File: src/rtl/ensamblador_bytes_pkg.sv
`default_nettype none
// ============================================================================
//  Module      : ensamblador_bytes_pkg
//  Description : Constants and state encoding shared by the UART byte
//                assembler (RX) and the byte splitter (TX).
//                BITS_X_BYTE     - bits per transferred byte
//                estado_t        - ACUMULAR (gathering bytes) / ENTREGAR
//                                  (word offered to the consumer)
//                bytes_x_palabra - bytes per TAM_DATA-bit word
//  Revision    : 1.0 - initial release
// ============================================================================
package ensamblador_bytes_pkg;

    localparam int BITS_X_BYTE = 8;

    typedef enum logic [0:0] {
        ACUMULAR = 1'b0,
        ENTREGAR = 1'b1
    } estado_t;

    function automatic int bytes_x_palabra(input int tam_data);
        return tam_data / BITS_X_BYTE;
    endfunction

endpackage
`default_nettype wire

File: src/rtl/ensamblador_bytes_contador_timeout.sv
`default_nettype none
// ============================================================================
//  Module      : contador_timeout
//  Description : Idle-cycle counter for the byte assembler.
//                i_clk     - system clock
//                i_reset   - asynchronous reset, active-low
//                i_clear   - synchronous clear of the count
//                i_run     - count this cycle
//                o_expired - one-cycle pulse on the run cycle in which the
//                            count sits at TIMEOUT_CICLOS-1 (count then
//                            restarts from 0)
//                TIMEOUT_CICLOS=0 removes the counter; o_expired is then 0.
//  Revision    : 1.0 - initial release
// ============================================================================
module contador_timeout #(
    parameter int TIMEOUT_CICLOS = 1000000
) (
    input  logic i_clk,
    input  logic i_reset,
    input  logic i_clear,
    input  logic i_run,
    output logic o_expired
);

    generate
        if (TIMEOUT_CICLOS == 0) begin : g_sin_timeout
            logic w_unused;
            assign w_unused  = ^{i_clk, i_reset, i_clear, i_run};
            assign o_expired = 1'b0;
        end else begin : g_con_timeout
            localparam int CW = $clog2(TIMEOUT_CICLOS + 1);
            localparam logic [CW-1:0] c_LIMITE = CW'(TIMEOUT_CICLOS - 1);

            logic [CW-1:0] r_cuenta;
            logic          w_limite;

            assign w_limite  = (r_cuenta == c_LIMITE);
            assign o_expired = i_run && w_limite && !i_clear;

            always_ff @(posedge i_clk or negedge i_reset) begin
                if (!i_reset) begin
                    r_cuenta <= '0;
                end else if (i_clear || (i_run && w_limite)) begin
                    r_cuenta <= '0;
                end else if (i_run) begin
                    r_cuenta <= r_cuenta + CW'(1);
                end
            end
        end
    endgenerate

endmodule
`default_nettype wire

File: src/rtl/ensamblador_bytes.sv
`default_nettype none
// ============================================================================
//  Module      : ensamblador_bytes
//  Description : Pops bytes from a first-word-fall-through RX FIFO and packs
//                each group of BYTES_X_PALABRA bytes into one TAM_DATA word,
//                first byte in the MSBs. The word is offered with a
//                valid/ack handshake; stale partial words are dropped after
//                TIMEOUT_CICLOS idle cycles (0 disables the timeout).
//  Ports       : i_clk, i_reset (async, active-low)
//                i_fifo_empty, i_fifo_byte, o_rd_fifo   - RX FIFO side
//                i_flush                                - sync clear
//                o_palabra, o_palabra_valida, i_palabra_ack - consumer side
//                o_timeout_error   - one-cycle pulse on timeout drop
//                o_bytes_recibidos - bytes in current partial word
//  Revision    : 1.0 - initial release
// ============================================================================
module ensamblador_bytes
    import ensamblador_bytes_pkg::*;
#(
    parameter  int TAM_DATA        = 32,
    parameter  int TIMEOUT_CICLOS  = 1000000,
    localparam int BYTES_X_PALABRA = bytes_x_palabra(TAM_DATA),
    localparam int CNT_W           = $clog2(BYTES_X_PALABRA)
) (
    input  logic                i_clk,
    input  logic                i_reset,
    input  logic                i_fifo_empty,
    input  logic [7:0]          i_fifo_byte,
    output logic                o_rd_fifo,
    input  logic                i_flush,
    input  logic                i_palabra_ack,
    output logic [TAM_DATA-1:0] o_palabra,
    output logic                o_palabra_valida,
    output logic                o_timeout_error,
    output logic [CNT_W-1:0]    o_bytes_recibidos
);

    localparam logic [CNT_W-1:0] c_ULTIMO = CNT_W'(BYTES_X_PALABRA - 1);

    estado_t             r_estado;
    logic [TAM_DATA-1:0] r_shift;
    logic [TAM_DATA-1:0] r_palabra;
    logic [CNT_W-1:0]    r_cuenta;
    logic                r_valida;
    logic                r_error;

    logic                w_pop;
    logic                w_ultimo;
    logic [TAM_DATA-1:0] w_shift_sig;
    logic                w_run;
    logic                w_clear;
    logic                w_expired;

    assign w_pop       = (r_estado == ACUMULAR) && !i_fifo_empty && !i_flush;
    assign w_ultimo    = w_pop && (r_cuenta == c_ULTIMO);
    assign w_shift_sig = {r_shift[TAM_DATA-BITS_X_BYTE-1:0], i_fifo_byte};

    // The idle counter only runs while a partial word is waiting; any pop,
    // flush, empty word or delivery phase keeps it at zero. A pop on the
    // expiry cycle therefore wins over the timeout.
    assign w_clear = i_flush || w_pop || (r_cuenta == '0) || (r_estado != ACUMULAR);
    assign w_run   = !w_clear;

    contador_timeout #(
        .TIMEOUT_CICLOS (TIMEOUT_CICLOS)
    ) u_contador_timeout (
        .i_clk     (i_clk),
        .i_reset   (i_reset),
        .i_clear   (w_clear),
        .i_run     (w_run),
        .o_expired (w_expired)
    );

    always_ff @(posedge i_clk or negedge i_reset) begin
        if (!i_reset) begin
            r_estado  <= ACUMULAR;
            r_shift   <= '0;
            r_palabra <= '0;
            r_cuenta  <= '0;
            r_valida  <= 1'b0;
            r_error   <= 1'b0;
        end else begin
            r_error <= 1'b0;
            if (i_flush) begin
                r_estado <= ACUMULAR;
                r_shift  <= '0;
                r_cuenta <= '0;
                r_valida <= 1'b0;
            end else begin
                case (r_estado)
                    ACUMULAR: begin
                        if (w_pop) begin
                            r_shift <= w_shift_sig;
                            if (w_ultimo) begin
                                r_palabra <= w_shift_sig;
                                r_valida  <= 1'b1;
                                r_cuenta  <= '0;
                                r_estado  <= ENTREGAR;
                            end else begin
                                r_cuenta <= r_cuenta + CNT_W'(1);
                            end
                        end else if (w_expired) begin
                            r_cuenta <= '0;
                            r_shift  <= '0;
                            r_error  <= 1'b1;
                        end
                    end
                    ENTREGAR: begin
                        if (i_palabra_ack) begin
                            r_valida <= 1'b0;
                            r_estado <= ACUMULAR;
                        end
                    end
                    default: r_estado <= ACUMULAR;
                endcase
            end
        end
    end

    assign o_rd_fifo         = w_pop;
    assign o_palabra         = r_palabra;
    assign o_palabra_valida  = r_valida;
    assign o_timeout_error   = r_error;
    assign o_bytes_recibidos = r_cuenta;

endmodule
`default_nettype wire

File: config.mk
export PLATFORM = sky130hd
export DESIGN_NAME = ensamblador_bytes
export DESIGN_NICKNAME = d
export VERILOG_FILES = /design/src/rtl/ensamblador_bytes_pkg.sv /design/src/rtl/ensamblador_bytes_contador_timeout.sv /design/src/rtl/ensamblador_bytes.sv
export SDC_FILE = /design/constraint.sdc
export NUM_CORES = 1
export LEC_CHECK = 0
export ABC_AREA = 1
export CORE_MARGIN = 3
export CORE_UTILIZATION = 59
export CTS_CLUSTER_DIAMETER = 120
export DETAILED_ROUTE_END_ITERATION = 8
export PLACE_DENSITY = 0.85
export SLEW_MARGIN = 20
export SYNTH_ARGS = -nofsm -noshare
export SYNTH_HDL_FRONTEND = slang
export SYNTH_SLANG_ARGS = --single-unit
File: constraint.sdc
create_clock -name i_clk -period 3.9 [get_ports i_clk]
set_input_delay 0.39 -clock i_clk [delete_from_list [all_inputs] [get_ports i_clk]]
set_output_delay 0.39 -clock i_clk [all_outputs]
set_load 0.02 [all_outputs]
==> out/results.ini <==
[route]
vias=2656
drtAntennaViolNets=0
wirelength_um=7700
route.detailed.drc=0
firstDrtPassIters=4
vias_per_cell=5.32
dr.first_iter.drc_count=191
wl_per_cell_um=15.4

[yosys]
synth.net_count=384
synth.top_cell.area_share_pct=55.3
ys_ff_latch=81
synth_area_leaders=dfrtp_1, mux2_4, nand2_1
synthFlopType=dfrtp_1
yosys-top-cells-count=nand2_1, dfrtp_1, nor2_1
syn_area_mm2=0.00366
synth-edff-count=0
synth_area_leader_cell=dfrtp_1
avgSynthCellArea_um2=9.95
yosys_warnings=0
synth_cell_type_count=22
ys_async_sr_fraction_pct=100
syn-instance-count=368
yosysMostFrequentCell=nand2_1
synth_seq_area_share_pct=55.3

[layout]
drive_gt1_share_pct=13.0
fin_cells=499
antenna_cells=0
finish.net_count=435
multi_input_area_mm2=0.00148
num-fill-cells=421
area_growth_pct=20.2
regArea_mm2=0.00203

[placed_design]
hpwl_um=5050
gp_congestion=0.853
io_buffers=49
dp_slack_ns=1.44
dpl.cell_count=483

[global_routing]
busiest_layer=met2
grt_util_met3_pct=5.10
met1_usage_pct=31.7
grt_util_met2_pct=35.9
grt_max_degree=82
grt_use_total_pct=23.3
antenna_found_initial=0
grt_pass1_vias=2701
grt.overflow.total=0
grt_pass1_wl_um=13000

[timing]
setup_viol_count_final=0
layout_min_cycle_time_ns=2.48
hold_violations=0
setup_slack_ns=1.42
slew_violations=0
worst_clock_skew_ns=0.0124
period_share_pct=63.5
fmax_mhz=404
tightest_slew_ns=0.987
tns_ns=0
holdWs_ns=0.197
slew_headroom_pct=34.2
grt_setup_unrepaired=false

[die]
io_pins=50
start_util_pct=61.5
fp.dieW_um=84.8
coreArea_mm2=0.00596
dieArea_mm2=0.00719
num_rows=28
die_y_um=84.8

[worst_setup_path]
cp_max_fo=28
timing.rr.start=o_bytes_recibidos[0]
startpoint_type=input port
cp-end-kind=primary output
cp.required_ns=3.51
worstSetupStartpoint=i_flush
worstSetupPathType=input port to primary output
arrival_ns=2.09

[power]
peakVddDrop_mv=0.393
power_density_mw_per_mm2=400
leakage_nw=2.13

[status]
status=finished, final reports clean

[cts]
htreeDepth=3
cts.repair.resized=0
path_clk_slew_ns=0.09
numCtsBuffers=9
postCtsHoldBufs=0
post_cts_buffers=0
worstSkewPairLatency_ns=0.36
cts_tree=built
cts-root-buf=clkbuf_8
cts_sinks=81
clk_path_buf_depth=2

[flow_run]
maxCapViolations=0

[worst_hold_path]
hold_path.class=input port to async pin

==> cell usage in the layout (no fill, tap or decap), drive strengths merged, types with 2 or more instances in the layout <==
| cell type | Yosys | layout |
|---|---|---|
| clkinv | 0 | 2 |
| bufinv | 0 | 2 |
| nand3 | 37 | 37 |
| ha | 3 | 3 |
| nor2 | 56 | 56 |
| nand2 | 105 | 105 |
| nor3 | 5 | 5 |
| a21oi | 2 | 2 |
| xnor2 | 2 | 2 |
| mux2 | 32 | 32 |
| inv | 19 | 21 |
| xor2 | 7 | 7 |
| nand4 | 5 | 5 |
| clkbuf | 2 | 9 |
| clkdlybuf4s50 | 0 | 48 |
| dfrtp | 81 | 81 |
| buf | 9 | 3 |
==> where the power goes <==
group | internal [mW] | switching, mW | total [mW]
registers | 0.871 | 0.0234 | 0.894
logic | 0.0820 | 0.0901 | 0.172
clock network | 0.367 | 0.325 | 0.692
==> layout make-up <==
| cell class | instances | share of cell area [%] |
|---|---|---|
| clock buffer | 9 | 2.81 |
| clock inverter | 7 | 2.30 |
| inverter | 19 | 1.62 |
| multi-input combinational | 257 | 33.6 |
| sequential | 81 | 46.1 |
| tap | 75 | 2.13 |
| timing repair buffer | 51 | 11.4 |
==> path summary, 6_finish.rpt <==
| path | end | slack [ns] | cells past startpoint |
|---|---|---|---|
| max reg2reg | r_shift[0] | 1.51 | 7 |
| min in group i_clk | o_palabra_valida | 0.50 | 2 |
| max in group asynchronous | u_contador_timeout.g_con_timeout.r_cuenta[3] | 3.08 | 1 |
| min reg2reg | o_palabra_valida | 0.50 | 2 |
| max | o_rd_fifo | 1.42 | 4 |
| min | r_shift[15] | 0.20 | 1 |
==> state kept, by name (all words and copies together) (netlist names) <==
signal,count
o_bytes_recibidos,2
o_palabra,32
o_palabra_valida,1
o_timeout_error,1
r_estado,1
r_shift,24
u_contador_timeout.g_con_timeout.r_cuenta,20
==> kinds of logic (layout without fill, tap and decap cells) <==
kind of cell    after synthesis  after routing  synth area share (%)
fa+ha+maj                     3              3                  1.03
xor+xnor                      9              9                  2.15
buf+inv                      30             86                  4.24
simple gates                210            210                  24.2
flops                        81             81                  55.3
mux                          32             32                  12.6
compound gates                3              3                 0.478
==> critical path: stages <==
cell and delay, ns:
clkdlybuf4s50_1 0.51, nor3_4 0.19, buf_4 0.32, clkdlybuf4s50_1 0.67
==> through the flow <==
| step | cell area (um2) | util (%) | total power [mW] |
|---|---|---|---|
| 6_report | 4400 | 73.9 | 1.76 |
| 5_1_grt | 4400 | 73.9 | 1.82 |
| 4_1_cts | 4400 | 73.9 | 1.77 |
| 3_5_place_dp | 4180 | 70.1 | 1.08 |
| 3_3_place_gp | 4180 | 70.1 | 1.08 |
| 2_1_floorplan | 3660 | - | 0.987 |
==> layer usage <==
layer | up-vias | routed length [um]
li1 | 1291 | -
met1 | 1265 | 3390
met2 | 86 | 3620
met3 | 14 | 534
met4 | 0 | 160
met5 | - | 0
Note: power is estimated with default switching activity, not from simulation.
